### config.mk
export PLATFORM = sky130hd
export DESIGN_NAME = hazard_scoreboard
export DESIGN_NICKNAME = d
export VERILOG_FILES = /design/src/rtl/arm_pkg.sv /design/src/rtl/sb_slot.sv /design/src/rtl/hazard_scoreboard.sv
export SDC_FILE = /design/constraint.sdc
export NUM_CORES = 1
export LEC_CHECK = 0
export ABC_AREA = 1
export CAP_MARGIN = 20
export CORE_MARGIN = 8
export CORE_UTILIZATION = 50
export CTS_CLUSTER_SIZE = 16
export DETAILED_ROUTE_END_ITERATION = 8
export DONT_BUFFER_PORTS = 1
export GPL_ROUTABILITY_DRIVEN = 0
export GPL_TIMING_DRIVEN = 0
export PLACE_DENSITY = 0.63
export SLEW_MARGIN = 20
export SYNTH_ARGS = -nofsm -noshare
export SYNTH_HDL_FRONTEND = slang
export SYNTH_HIERARCHICAL = 1
export SYNTH_SLANG_ARGS = --single-unit
### constraint.sdc
create_clock -name clk -period 2.3 [get_ports clk]
set_input_delay 0.345 -clock clk [delete_from_list [all_inputs] [get_ports clk]]
set_output_delay 0.345 -clock clk [all_outputs]
set_load 0.03 [all_outputs]
### src/rtl/arm_pkg.sv
// Shared types for the ID/WB hazard scoreboard.
// Defines the slot record, the size limits and the DEPTH legality check.
package arm_pkg;

   localparam int unsigned SB_MAX_AW    = 8;
   localparam int unsigned SB_MAX_DEPTH = 8;

   typedef struct packed {
      logic                 valid;
      logic [SB_MAX_AW-1:0] dest;
      logic                 is_load;
   } sb_slot_t;

   localparam int unsigned SB_SLOT_W = $bits(sb_slot_t);

   function automatic bit sb_depth_ok(int unsigned d);
      return (d >= 1) && (d <= SB_MAX_DEPTH);
   endfunction

endpackage

### src/rtl/sb_slot.sv
// One scoreboard slot register with synchronous reset and flush.
// Ports: clk, rst, flush, slot_in (next record), slot_out (held record).
module sb_slot
   import arm_pkg::*;
(
   input  logic                 clk,
   input  logic                 rst,
   input  logic                 flush,
   input  logic [SB_SLOT_W-1:0] slot_in,
   output logic [SB_SLOT_W-1:0] slot_out
);

   sb_slot_t slot_d;
   sb_slot_t slot_q;

   always_comb begin
      slot_d = slot_in;
      if (flush) slot_d = '0;
   end

   always_ff @(posedge clk) begin
      if (rst) slot_q <= '0;
      else     slot_q <= slot_d;
   end

   assign slot_out = slot_q;

endmodule

### src/rtl/hazard_scoreboard.sv
// Tracks in-flight destinations between ID and WB and raises a RAW stall.
// Ports: clk, rst, issue/source/dest info from ID, flush; hazard, issued,
// inflight (valid slot count) and stall_cnt (saturating hazard cycles).
module hazard_scoreboard
   import arm_pkg::*;
#(
   parameter int unsigned ADDRESS_LEN_REG_FILE = 4,
   parameter int unsigned DEPTH                = 2,
   parameter int unsigned FWD_EN               = 0,
   parameter int unsigned CNT_LEN              = 16
) (
   input  logic                            clk,
   input  logic                            rst,
   input  logic                            issue_valid,
   input  logic [ADDRESS_LEN_REG_FILE-1:0] src1,
   input  logic [ADDRESS_LEN_REG_FILE-1:0] src2,
   input  logic                            two_src,
   input  logic [ADDRESS_LEN_REG_FILE-1:0] dest,
   input  logic                            wb_en,
   input  logic                            mem_r_en,
   input  logic                            flush,
   output logic                            hazard,
   output logic                            issued,
   output logic [$clog2(DEPTH+1)-1:0]      inflight,
   output logic [CNT_LEN-1:0]              stall_cnt
);

   localparam int unsigned IW = $clog2(DEPTH+1);

   if (!sb_depth_ok(DEPTH) ||
       (ADDRESS_LEN_REG_FILE > SB_MAX_AW))
   begin : g_bad_param
      $error("hazard_scoreboard: bad DEPTH/AW");
   end

   sb_slot_t slot_q  [DEPTH];
   sb_slot_t slot_in [DEPTH];

   logic [SB_MAX_AW-1:0] src1_x;
   logic [SB_MAX_AW-1:0] src2_x;
   logic [DEPTH-1:0]     m1;
   logic [DEPTH-1:0]     m2;

   logic [IW-1:0]      inflight_d, inflight_q;
   logic [CNT_LEN-1:0] stall_cnt_d, stall_cnt_q;

   assign src1_x = SB_MAX_AW'(src1);
   assign src2_x = SB_MAX_AW'(src2);

   always_comb begin
      m1 = '0;
      m2 = '0;
      for (int s = 0; s < DEPTH; s++) begin
         m1[s] = slot_q[s].valid &
                 (slot_q[s].dest == src1_x);
         m2[s] = two_src & slot_q[s].valid &
                 (slot_q[s].dest == src2_x);
      end
   end

   // With forwarding only a load in slot 0 cannot be bypassed.
   assign hazard = issue_valid &
      ((FWD_EN != 0) ?
         (slot_q[0].is_load & (m1[0] | m2[0])) :
         (|(m1 | m2)));

   assign issued = issue_valid & ~hazard;

   always_comb begin
      slot_in[0] = '0;
      if (issued && wb_en) begin
         slot_in[0].valid   = 1'b1;
         slot_in[0].dest    = SB_MAX_AW'(dest);
         slot_in[0].is_load = mem_r_en;
      end
      for (int i = 1; i < DEPTH; i++)
         slot_in[i] = slot_q[i-1];
   end

   for (genvar g = 0; g < DEPTH; g++) begin : g_slot
      sb_slot u_slot (
         .clk      (clk),
         .rst      (rst),
         .flush    (flush),
         .slot_in  (slot_in[g]),
         .slot_out (slot_q[g])
      );
   end

   // The oldest slot only retires; nothing reads its payload further.
   logic sb_unused;
   assign sb_unused = ^slot_q[DEPTH-1];

   always_comb begin
      inflight_d = '0;
      if (!flush) begin
         for (int i = 0; i < DEPTH; i++)
            inflight_d = inflight_d +
                         IW'(slot_in[i].valid);
      end
   end

   always_comb begin
      stall_cnt_d = stall_cnt_q;
      if (hazard && (stall_cnt_q != '1))
         stall_cnt_d = stall_cnt_q + 1'b1;
   end

   always_ff @(posedge clk) begin
      if (rst) begin
         inflight_q  <= '0;
         stall_cnt_q <= '0;
      end else begin
         inflight_q  <= inflight_d;
         stall_cnt_q <= stall_cnt_d;
      end
   end

   assign inflight  = inflight_q;
   assign stall_cnt = stall_cnt_q;

endmodule

# Word-level counts from Yosys, hierarchy flattened
# Index checks and enable logic that the tools add are counted.
classes:
  shift: 0
  order_cmp: 0
  addsub: 2
  mux: 1
  n_bitwise: 11
  n_div: 0
  eq_ne: 5
  mul: 0
  reduce_logical: 5
ops:
  columns: ["op", "n"]
  rows:
  - ["$eq A8 B4 Y1", 4]
  - ["$add A16 B1 Y16 const B", 1]
  - ["$ne A16 B16 Y1 const B", 1]
  - ["$mux W10", 1]
  - ["$and A1 B1 Y1", 8]
  - ["$reduce_or A2 Y1", 2]
  - ["$reduce_or A3 Y1", 1]
  - ["$add A1 B1 Y2", 1]
  - ["$logic_and A1 B1 Y1", 2]
  - ["$not A1 Y1", 2]
  - ["$or A2 B2 Y2", 1]
totals:
  ramBits: 0
  romBits: 0
  word_cells: 31
  output_inout_bits: 20
  memories: 0
  regBits: 36
  latch_bits: 0

# Logic depth before layout (Yosys ltp)
# Gate-level depths: netlist (run 1).
depth:
  depth_word: 10
  ltp_mapped: 13

# Modules after synthesis
# Netlist (run 1), hierarchy kept.
by_module_without_submodules:
  columns: ["module", "instances", "cells_per_inst", "area_per_inst_um2"]
  rows:
  - ["hazard_scoreboard", 1, 269, 1530.2]
  - ["sb_slot", 2, 33, 294.0]

# Worst setup path before layout (run 1)
# OpenSTA, ideal clock, no wires.
synth_path:
  path_type: "register to register"
  from: "reg stall_cnt_q[1], in the netlist stall_cnt[1]"
  to: "reg stall_cnt_q[14], in the netlist stall_cnt[14]"
  t_arrival_ps: 1631
  setup_ps: 110
  period_less_slack_ps: 1742
  path_stages_with_launch: 13
  setup_slack_ps: 558
  cell_sequence: "dfxtp_1 ha_1 nand2_1 nor2_1 nand2_1 nor2_4 nand3_4 nand2_1 nor2_1 nand3_1 nand2_1 inv_1 nor2_2"
synth_between:
  elab_chain_cells: 2
synth_lines:
  columns: ["item", "line_no", "text"]
  rows:
  - ["start, declared", "hazard_scoreboard.sv:45", "logic [CNT_LEN-1:0] stall_cnt_d, stall_cnt_q;"]
  - ["start signal, assigned", "hazard_scoreboard.sv:115", "stall_cnt_q <= stall_cnt_d;"]
  - ["parallel branches: the longest is 2 deep, another holds $add A16 B1 Y16", null, null]
# Several ways; the timed one is not identified.
# A chain may end at the register's enable or synchronous reset.

# Final worst setup path (run 1)
layout_path:
  from: "reg g_slot[1].u_slot/slot_out[4] (netlist name)"
  to: "out issued"
layout_between:
  elab_chain_cells: 7
layout_lines:
  columns: ["item", "line_no", "text"]
  rows:
  - ["$eq A8 B4 Y1 (on tied branches)", "hazard_scoreboard.sv:55, hazard_scoreboard.sv:57", null]
  - ["$and A1 B1 Y1 (on tied branches)", "hazard_scoreboard.sv:54, hazard_scoreboard.sv:56", null]
  - ["$or A2 B2 Y2 (*)", "hazard_scoreboard.sv:65", "(|(m1 | m2)));"]
  - ["$reduce_or A2 Y1 (*)", "hazard_scoreboard.sv:65", null]
  - ["$and A1 B1 Y1 (*)", "hazard_scoreboard.sv:62", "assign hazard = issue_valid &"]
  - ["$not A1 Y1 (*)", "hazard_scoreboard.sv:67", "assign issued = issue_valid & ~hazard;"]
  - ["$and A1 B1 Y1 (*)", "hazard_scoreboard.sv:67", null]
  - ["end, declared", "hazard_scoreboard.sv:23", "output logic issued,"]
# Every way passes the cells marked *; elsewhere a longest branch is shown, timed or not.

==> out/qor.txt, run 1 <==
path depth of the worst reg2reg path: 12
Setup TNS: 0 ns
Syn Std Cell Area: 2060 sq um
final period utilization: 0.900
final hold vios: 0
Port Buffers: 0
Num CTS Buffers: 5
min Tclk post-route: 2.07 ns
Crit. End Element: primary output
CP max-delay cell: nor2_1
CP top delay family: simple AND/OR/NAND/NOR gates
r2r setup slk: 0.35 ns
drt first-iter violations: 81
CTS tree: yes
Req. time, crit path: 1.96 ns
Worst Skew: 0.00603 ns
Top cell by count, worst path: nand2_1
CTS H-Tree Depth: 2
initial antenna violation count: 0
VDD IR max: 0.401 mV
Remaining DRCs: 0
Hold/Removal Path Class: input port to register
Slew @ Worst Pin: 0.620 ns
status: completed
Via Count: 1,758
largest net degree at the start of global routing: 12
row count: 23
gr usage total: 0.140
Sequential Area: 722 sq um
diode count: 0
P_leak: 1.06 nW
RSZ-0062 raised after global routing: false
CP Class: register to primary output
Core Box Area: 3970 sq um
area added between synthesis and finish: 9.07%
R2R Path Start: stall_cnt[0]
area of the multi-input gates: 1030 sq um
Setup crit start kind: register
root buffer cell: clkbuf_8
Vias/cell: 4.53
Synth Warn #: 6
post-route ant nets: 0
Core Util, Final: 0.565
Cell Chain, Critical Path: xor2_1, nor2_1, nand2_1, nand2_1, nand2_1, nand2_4, nor2_1
power density over the cells: 559 nW/um^2
Die Area: 6420 sq um
die height: 80.1 microns
FF-to-FF End: stall_cnt[14]
Setup crit start: g_slot[1].u_slot/slot_out[4]
Max stage delay on crit path: 0.50 ns
hold_buf cts: 0
worst path buffer plus inverter count: 0
I/O pin count: 39
critical path depth: 7
share of cells above drive strength 1: 0.109
FILL cells: 413
initial core utilization: 0.518
detailed-route wire length: 4180 microns
setup violators final: 0
DR pass1 iterations: 4
Mapped Cells: 327
TritonCTS Sinks: 36
drt wl/cell: 10.8 microns
global-route wire length before repair: 7160 microns
Die Wd: 80.1 microns
max capacitance violation total: 0
worst relative slew slack: 0.585
Clk Latency, worst-skew pair: 0.28 ns
setup slack after layout: 0.229 ns
gr ovfl total: 0
nets@finish: 357
clk buf depth: 2
CP max FO: 9
CP Capture Point: issued
number of global-route vias before repair: 1,613
Post-Syn Area per Cell: 6.29 sq um
dpl ws: 0.316 ns
Post-DP HPWL: 3240 microns
clock transition at the registers of the reported paths: 0.07 ns
max-slew violation count: 0
fmax: 483 MHz
CP arrival: 1.73 ns
==> sequential cells by signal, indices dropped and copies added, names as in the netlist <==
name                    cells
g_slot.u_slot/slot_out     18
stall_cnt                  16
inflight                    2
==> repair_timing <==
item	in CTS	in global routing
setup buffers	0	0
setup endpoints to repair	0	1
gates resized for setup	0	3
==> cell type report <==
cell class | count | area share
inverters | 75 | 0.126
clock inverters | 2 | 0.0156
well taps | 50 | 0.0279
plain buffers | 6 | 0.0179
multi-input cells | 213 | 0.459
flip-flops and latches | 36 | 0.322
clock buffers | 6 | 0.0324
==> per-stage QoR <==
stage / instance area, sq um / cells / power, W / hold WS, ns
6_report: 2240 / 388 / 0.00125 / 0.219
3_5_place_dp: 2130 / 380 / 0.000725 / 0.424
2_1_floorplan: 2070 / 330 / 0.000710 / 0.408
3_3_place_gp: 2130 / 380 / 0.000725 / 0.417
4_1_cts: 2240 / 388 / 0.00127 / 0.207
5_1_grt: 2240 / 388 / 0.00131 / 0.227
==> where the power goes <==
part	internal [W]	total, W	switching, W
combinational	0.0000245	0.0000733	0.0000488
sequential	0.000630	0.000636	0.00000596
clock	0.000322	0.000543	0.000221
==> routing by layer <==
layer	wire (microns)	track usage
met1	1920	0.168
met3	348	0.0625
met4	51	0.0509
met2	1870	0.214
met5	0	0
==> how the worst min path moves through the flow <==
stage,start,end,slack [ns],cells after the start
floorplan,g_slot[0].u_slot/slot_out[7],g_slot[1].u_slot/slot_out[7],0.41,2
global placement,g_slot[0].u_slot/slot_out[7],g_slot[1].u_slot/slot_out[7],0.42,2
detailed placement,g_slot[0].u_slot/slot_out[6],g_slot[1].u_slot/slot_out[6],0.42,2
CTS,wb_en,inflight[1],0.21,2
global route,wb_en,inflight[1],0.23,2
finish,wb_en,inflight[1],0.22,2
==> cells in the final DEF (no fill, tap or decap), types with 3 or more instances in the layout <==
cell type  instances
nor3_1             3
dfxtp_1           35
inv_1             69
xor2_1             6
nand2_2            5
clkbuf_8           5
nor2_1            63
xnor2_1            3
nand4_1           13
conb_1             4
nand2_4            3
nor2_2             5
nand3_1           20
inv_2              4
nand2_1           78
No activity file was read; power rests on OpenSTA's default activity.
==> run 2: changes to the inputs <==
--- a/config.mk
+++ b/config.mk
@@ -7,15 +7,17 @@
 export LEC_CHECK = 0
 export ABC_AREA = 1
 export CAP_MARGIN = 20
-export CORE_MARGIN = 8
-export CORE_UTILIZATION = 50
+export CELL_PAD_IN_SITES_DETAIL_PLACEMENT = 1
+export CELL_PAD_IN_SITES_GLOBAL_PLACEMENT = 1
+export CORE_MARGIN = 1
+export CORE_UTILIZATION = 47
 export CTS_CLUSTER_SIZE = 16
 export DETAILED_ROUTE_END_ITERATION = 8
 export DONT_BUFFER_PORTS = 1
 export GPL_ROUTABILITY_DRIVEN = 0
 export GPL_TIMING_DRIVEN = 0
-export PLACE_DENSITY = 0.63
-export SLEW_MARGIN = 20
+export PLACE_DENSITY = 0.82
+export SLEW_MARGIN = 30
 export SYNTH_ARGS = -nofsm -noshare
 export SYNTH_HDL_FRONTEND = slang
 export SYNTH_HIERARCHICAL = 1
==> run 2 against run 1 <==
Against the previous run: clock-buffer cell count decreased by 1; wire length increased by 17%; via count increased by 7.4%; clock power decreased by 15%; non-clock buffer count unchanged; total power decreased by 6.4%; register-to-register slack got worse by 0.03 ns; first-iteration DRC count decreased by 46%; critical path type unchanged; critical endpoint unchanged; largest cell class unchanged.
==> out/qor.txt, run 2 (same netlist as run 1, synthesis figures left out) <==
status: completed
Req. time, crit path: 1.96 ns
worst hold slack: 0.237 ns
CP top delay family: simple AND/OR/NAND/NOR gates
Vias/cell: 4.87
Num CTS Buffers: 5
Port Buffers: 0
VDD IR max: 0.408 mV
hold_buf cts: 0
diode count: 0
Setup crit start kind: register
clk buf depth: 2
worst path buffer plus inverter count: 0
Core Box Area: 4090 sq um
initial core utilization: 0.503
CP Class: register to primary output
Clk Latency, worst-skew pair: 0.29 ns
nets@finish: 357
DR pass1 iterations: 4
P_leak: 1.04 nW
most frequent cells in the layout: 78 x nand2_1, 69 x inv_1, 63 x nor2_1
Die Wd: 68.1 microns
CP arrival: 1.78 ns
Crit. End Element: primary output
global-route wire length before repair: 8050 microns
Post-DP HPWL: 3770 microns
min Tclk post-route: 2.13 ns
Die Area: 4640 sq um
Max stage delay on crit path: 0.50 ns
post-route ant nets: 0
I/O pin count: 39
final period utilization: 0.926
Remaining DRCs: 0
gr ovfl total: 0
clock transition at the registers of the reported paths: 0.07 ns
root buffer cell: clkbuf_8
Top cell by count, worst path: nand2_1
drt first-iter violations: 44
TritonCTS Sinks: 36
CP max-delay cell: nor2_1
Cell Chain, Critical Path: xor2_1, nor2_1, nand2_1, nand2_1, nand2_1, nand2_4, nor2_1
CP max FO: 9
Via Count: 1,888
commonest non-fill, non-tap cell in the layout: nand2_1
worst relative slew slack: 0.590
max FFs per register: 18
area of the multi-input gates: 1030 sq um
Worst Skew: 0.0103 ns
fmax: 470 MHz
initial antenna violation count: 0
max-slew violation count: 0
die height: 68.1 microns
Sequential Area: 723 sq um
CTS tree: yes
max capacitance violation total: 0
setup violators final: 0
Slew @ Worst Pin: 0.612 ns
power density over the cells: 526 nW/um^2
FILL cells: 583
number of global-route vias before repair: 1,915
area added between synthesis and finish: 8.40%
row count: 23
CTS H-Tree Depth: 2
share of cells above drive strength 1: 0.115
Setup TNS: 0 ns
Hold/Removal Path Class: input port to register
largest net degree at the start of global routing: 14
gr usage total: 0.236
RSZ-0062 raised after global routing: false
drt wl/cell: 12.7 microns
detailed-route wire length: 4920 microns
final hold vios: 0
## run 2: cell types whose count changed in the layout (fill, tap and decap cells not counted)
cell / before / now
clkinv_4: 0 / 1
bufinv_16: 1 / 0
clkinv_2: 1 / 0
clkbuf_1: 1 / 0
dfxtp_2: 1 / 2
dfxtp_1: 35 / 34
clkinvlp_4: 0 / 2
## run 2: final timing paths
kind	to	depth (start not counted)	start	slack [ns]
worst max-delay path	issued	7	g_slot[1].u_slot/slot_out[1]	0.17
worst max register to register	stall_cnt[9]	10	stall_cnt[1]	0.32
worst min register to register	g_slot[1].u_slot/slot_out[6]	2	g_slot[0].u_slot/slot_out[6]	0.43
worst min-delay path	inflight[1]	2	wb_en	0.24
## run 2: cell type report
type | count | area share
Clock inverter | 3 | 0.0107
Tap cell | 50 | 0.0281
Multi-Input combinational cell | 213 | 0.462
Clock buffer | 5 | 0.0309
Sequential cell | 36 | 0.325
Inverter | 75 | 0.126
Buffer | 6 | 0.0180
## run 2: metrics by stage
step	total power (W)	utilization	setup WS [ns]	cell area (sq um)	instances
2_1_floorplan	0.000710	-	0.558	2070	330
3_3_place_gp	0.000725	0.521	0.356	2130	380
3_5_place_dp	0.000728	0.521	0.325	2130	380
4_1_cts	0.00119	0.544	0.0497	2220	388
5_1_grt	0.00123	0.545	0.00189	2230	388
6_report	0.00117	0.545	0.171	2230	388
## run 2: power breakdown
group / leakage [nW] / internal [W] / total [W] / switching (W)
logic: 0.709 / 0.0000245 / 0.0000777 / 0.0000532
clock network: 0.0404 / 0.000214 / 0.000459 / 0.000244
registers: 0.292 / 0.000630 / 0.000636 / 0.00000633
total: 1.04 / 0.000869 / 0.00117 / 0.000304
## run 2: routing by layer
| metal | share of wire | global-route usage | vias up |
|---|---|---|---|
| met5 | 0 | 0 | - |
| met4 | 0.0053 | 0.0703 | 0 |
| li1 | - | - | 976 |
| met1 | 0.46 | 0.270 | 873 |
| met2 | 0.48 | 0.407 | 37 |
| met3 | 0.058 | 0.0850 | 2 |
## run 2: what timing repair did
action	4_1_cts	5_1_grt
buffers inserted	0	0
setup endpoints to repair	0	1
gates resized for setup	0	4
hold endpoints to repair	0	0
==> run 3: changes to the inputs <==
--- a/config.mk
+++ b/config.mk
@@ -11,12 +11,14 @@
 export CELL_PAD_IN_SITES_GLOBAL_PLACEMENT = 1
 export CORE_MARGIN = 1
 export CORE_UTILIZATION = 47
+export CTS_BUF_LIST = sky130_fd_sc_hd__clkbuf_16
 export CTS_CLUSTER_SIZE = 16
 export DETAILED_ROUTE_END_ITERATION = 8
 export DONT_BUFFER_PORTS = 1
 export GPL_ROUTABILITY_DRIVEN = 0
 export GPL_TIMING_DRIVEN = 0
 export PLACE_DENSITY = 0.82
+export RECOVER_POWER = 50
 export SLEW_MARGIN = 30
 export SYNTH_ARGS = -nofsm -noshare
 export SYNTH_HDL_FRONTEND = slang
==> run 3 against run 2 <==
Against the previous run: worst hold slack better by 0.0065 ns; largest cell class unchanged; critical path type unchanged; final area is 2.4% higher; die area stayed put; first-iteration DRC count is 16% higher; fmax is 0.41% higher; via count is 2.0% higher; core utilization is 1.3 points higher; non-clock buffer count stayed put; register-to-register slack worse by 0.02 ns; largest power group is now clock; cell count stayed put.
==> out/qor.txt, run 3 (same netlist as run 1, synthesis figures left out) <==
Crit. End Element: primary output
Via Count: 1,925
DR pass1 iterations: 4
Die Area: 4640 sq um
max capacitance violation total: 0
max-slew violation count: 0
nets@finish: 357
final hold vios: 0
CTS tree: yes
Num CTS Buffers: 5
FILL cells: 577
Die Wd: 68.1 microns
commonest non-fill, non-tap cell in the layout: nand2_1
die height: 68.1 microns
diode count: 0
CP max FO: 9
global-route wire length before repair: 8390 microns
Port Buffers: 0
Clk Latency, worst-skew pair: 0.28 ns
root buffer cell: clkbuf_16
Post-CTS Resized: 0
Layout Cells excl Fill: 388
hold_buf cts: 0
drt wl/cell: 13.4 microns
drt first-iter violations: 51
row count: 23
gr ovfl total: 0
Setup crit start kind: register
worst relative slew slack: 0.591
max FFs per register: 18
clk buf depth: 2
P_leak: 1.07 nW
largest net degree at the start of global routing: 14
setup violators final: 0
CP Class: register to primary output
gr usage total: 0.250
fmax: 472 MHz
RSZ-0062 raised after global routing: false
power density over the cells: 609 nW/um^2
VDD IR max: 0.443 mV
Cells after DPL: 380
most frequent cells in the layout: 78 x nand2_1, 69 x inv_1, 63 x nor2_1
Vias/cell: 4.96
Core Util, Final: 0.558
Post-DP HPWL: 3770 microns
status: completed
area added between synthesis and finish: 11.0%
CTS H-Tree Depth: 2
Req. time, crit path: 1.96 ns
initial antenna violation count: 0
Worst Skew: 0.00573 ns
I/O pin count: 39
number of global-route vias before repair: 1,954
initial core utilization: 0.503
Hold/Removal Path Class: input port to register
post-route ant nets: 0
TritonCTS Sinks: 36
post-CTS setup buffers: 0
Remaining DRCs: 0
clock transition at the registers of the reported paths: 0.06 ns
Slew @ Worst Pin: 0.611 ns
Setup TNS: 0 ns
detailed-route wire length: 5210 microns
CP arrival: 1.78 ns
Core Box Area: 4090 sq um
final period utilization: 0.922
share of cells above drive strength 1: 0.109
min Tclk post-route: 2.12 ns
[run 3: cell count changes in the layout (fill, tap and decap cells not counted)]
cell	delta
dfxtp_2	-2
dfxtp_1	+2
clkbuf_16	+5
clkbuf_8	-5
[run 3: worst max-delay path, cell delays in order, from the launching register on]
cell     delay [ns]
dfxtp_1        0.40
xor2_1         0.18
nor2_1         0.06
nand2_1        0.05
nand2_1        0.09
nand2_2        0.11
nand2_4        0.11
nor2_1         0.49
[run 3: report_power, final]
part	switching, W	leakage (nW)	total [W]	internal (W)
logic	0.0000541	0.709	0.0000786	0.0000245
clock network	0.000272	0.0660	0.000674	0.000402
registers	0.00000638	0.291	0.000637	0.000631
[run 3: path summary, 6_finish.rpt]
check / startpoint / end / slack [ns] / cells past startpoint
max reg2reg: stall_cnt[1] / stall_cnt[9] / 0.30 / 10
min reg2reg: g_slot[0].u_slot/slot_out[6] / g_slot[1].u_slot/slot_out[6] / 0.43 / 2
max: g_slot[0].u_slot/slot_out[4] / issued / 0.18 / 7
min: wb_en / inflight[1] / 0.24 / 2
[run 3: cell type report]
cell class	instances	area (sq um)	area share
Inverter	75	282	0.123
Sequential cell	36	721	0.316
Tap cell	50	62.6	0.0274
Multi-Input combinational cell	213	1030	0.451
Clock buffer	5	125	0.0548
Clock inverter	3	23.8	0.0104
Buffer	6	40.0	0.0175
[run 3: per-layer routing]
layer  part of all wire  up-vias  global-route usage
li1                   -      975                   -
met1               0.45      907               0.277
met2               0.49       35               0.436
met3              0.053        8              0.0867
met4              0.014        0              0.0911
met5                  0        -                   0
[run 3: through the flow]
step / total power (W) / setup WS, ns / hold slack, ns / cell area, sq um
2_1_floorplan: 0.000710 / 0.558 / 0.408 / 2070
6_report: 0.00139 / 0.180 / 0.244 / 2280
3_5_place_dp: 0.000728 / 0.325 / 0.425 / 2130
4_1_cts: 0.00140 / 0.0638 / 0.243 / 2280
3_3_place_gp: 0.000725 / 0.356 / 0.419 / 2130
5_1_grt: 0.00144 / 0.00650 / 0.247 / 2280
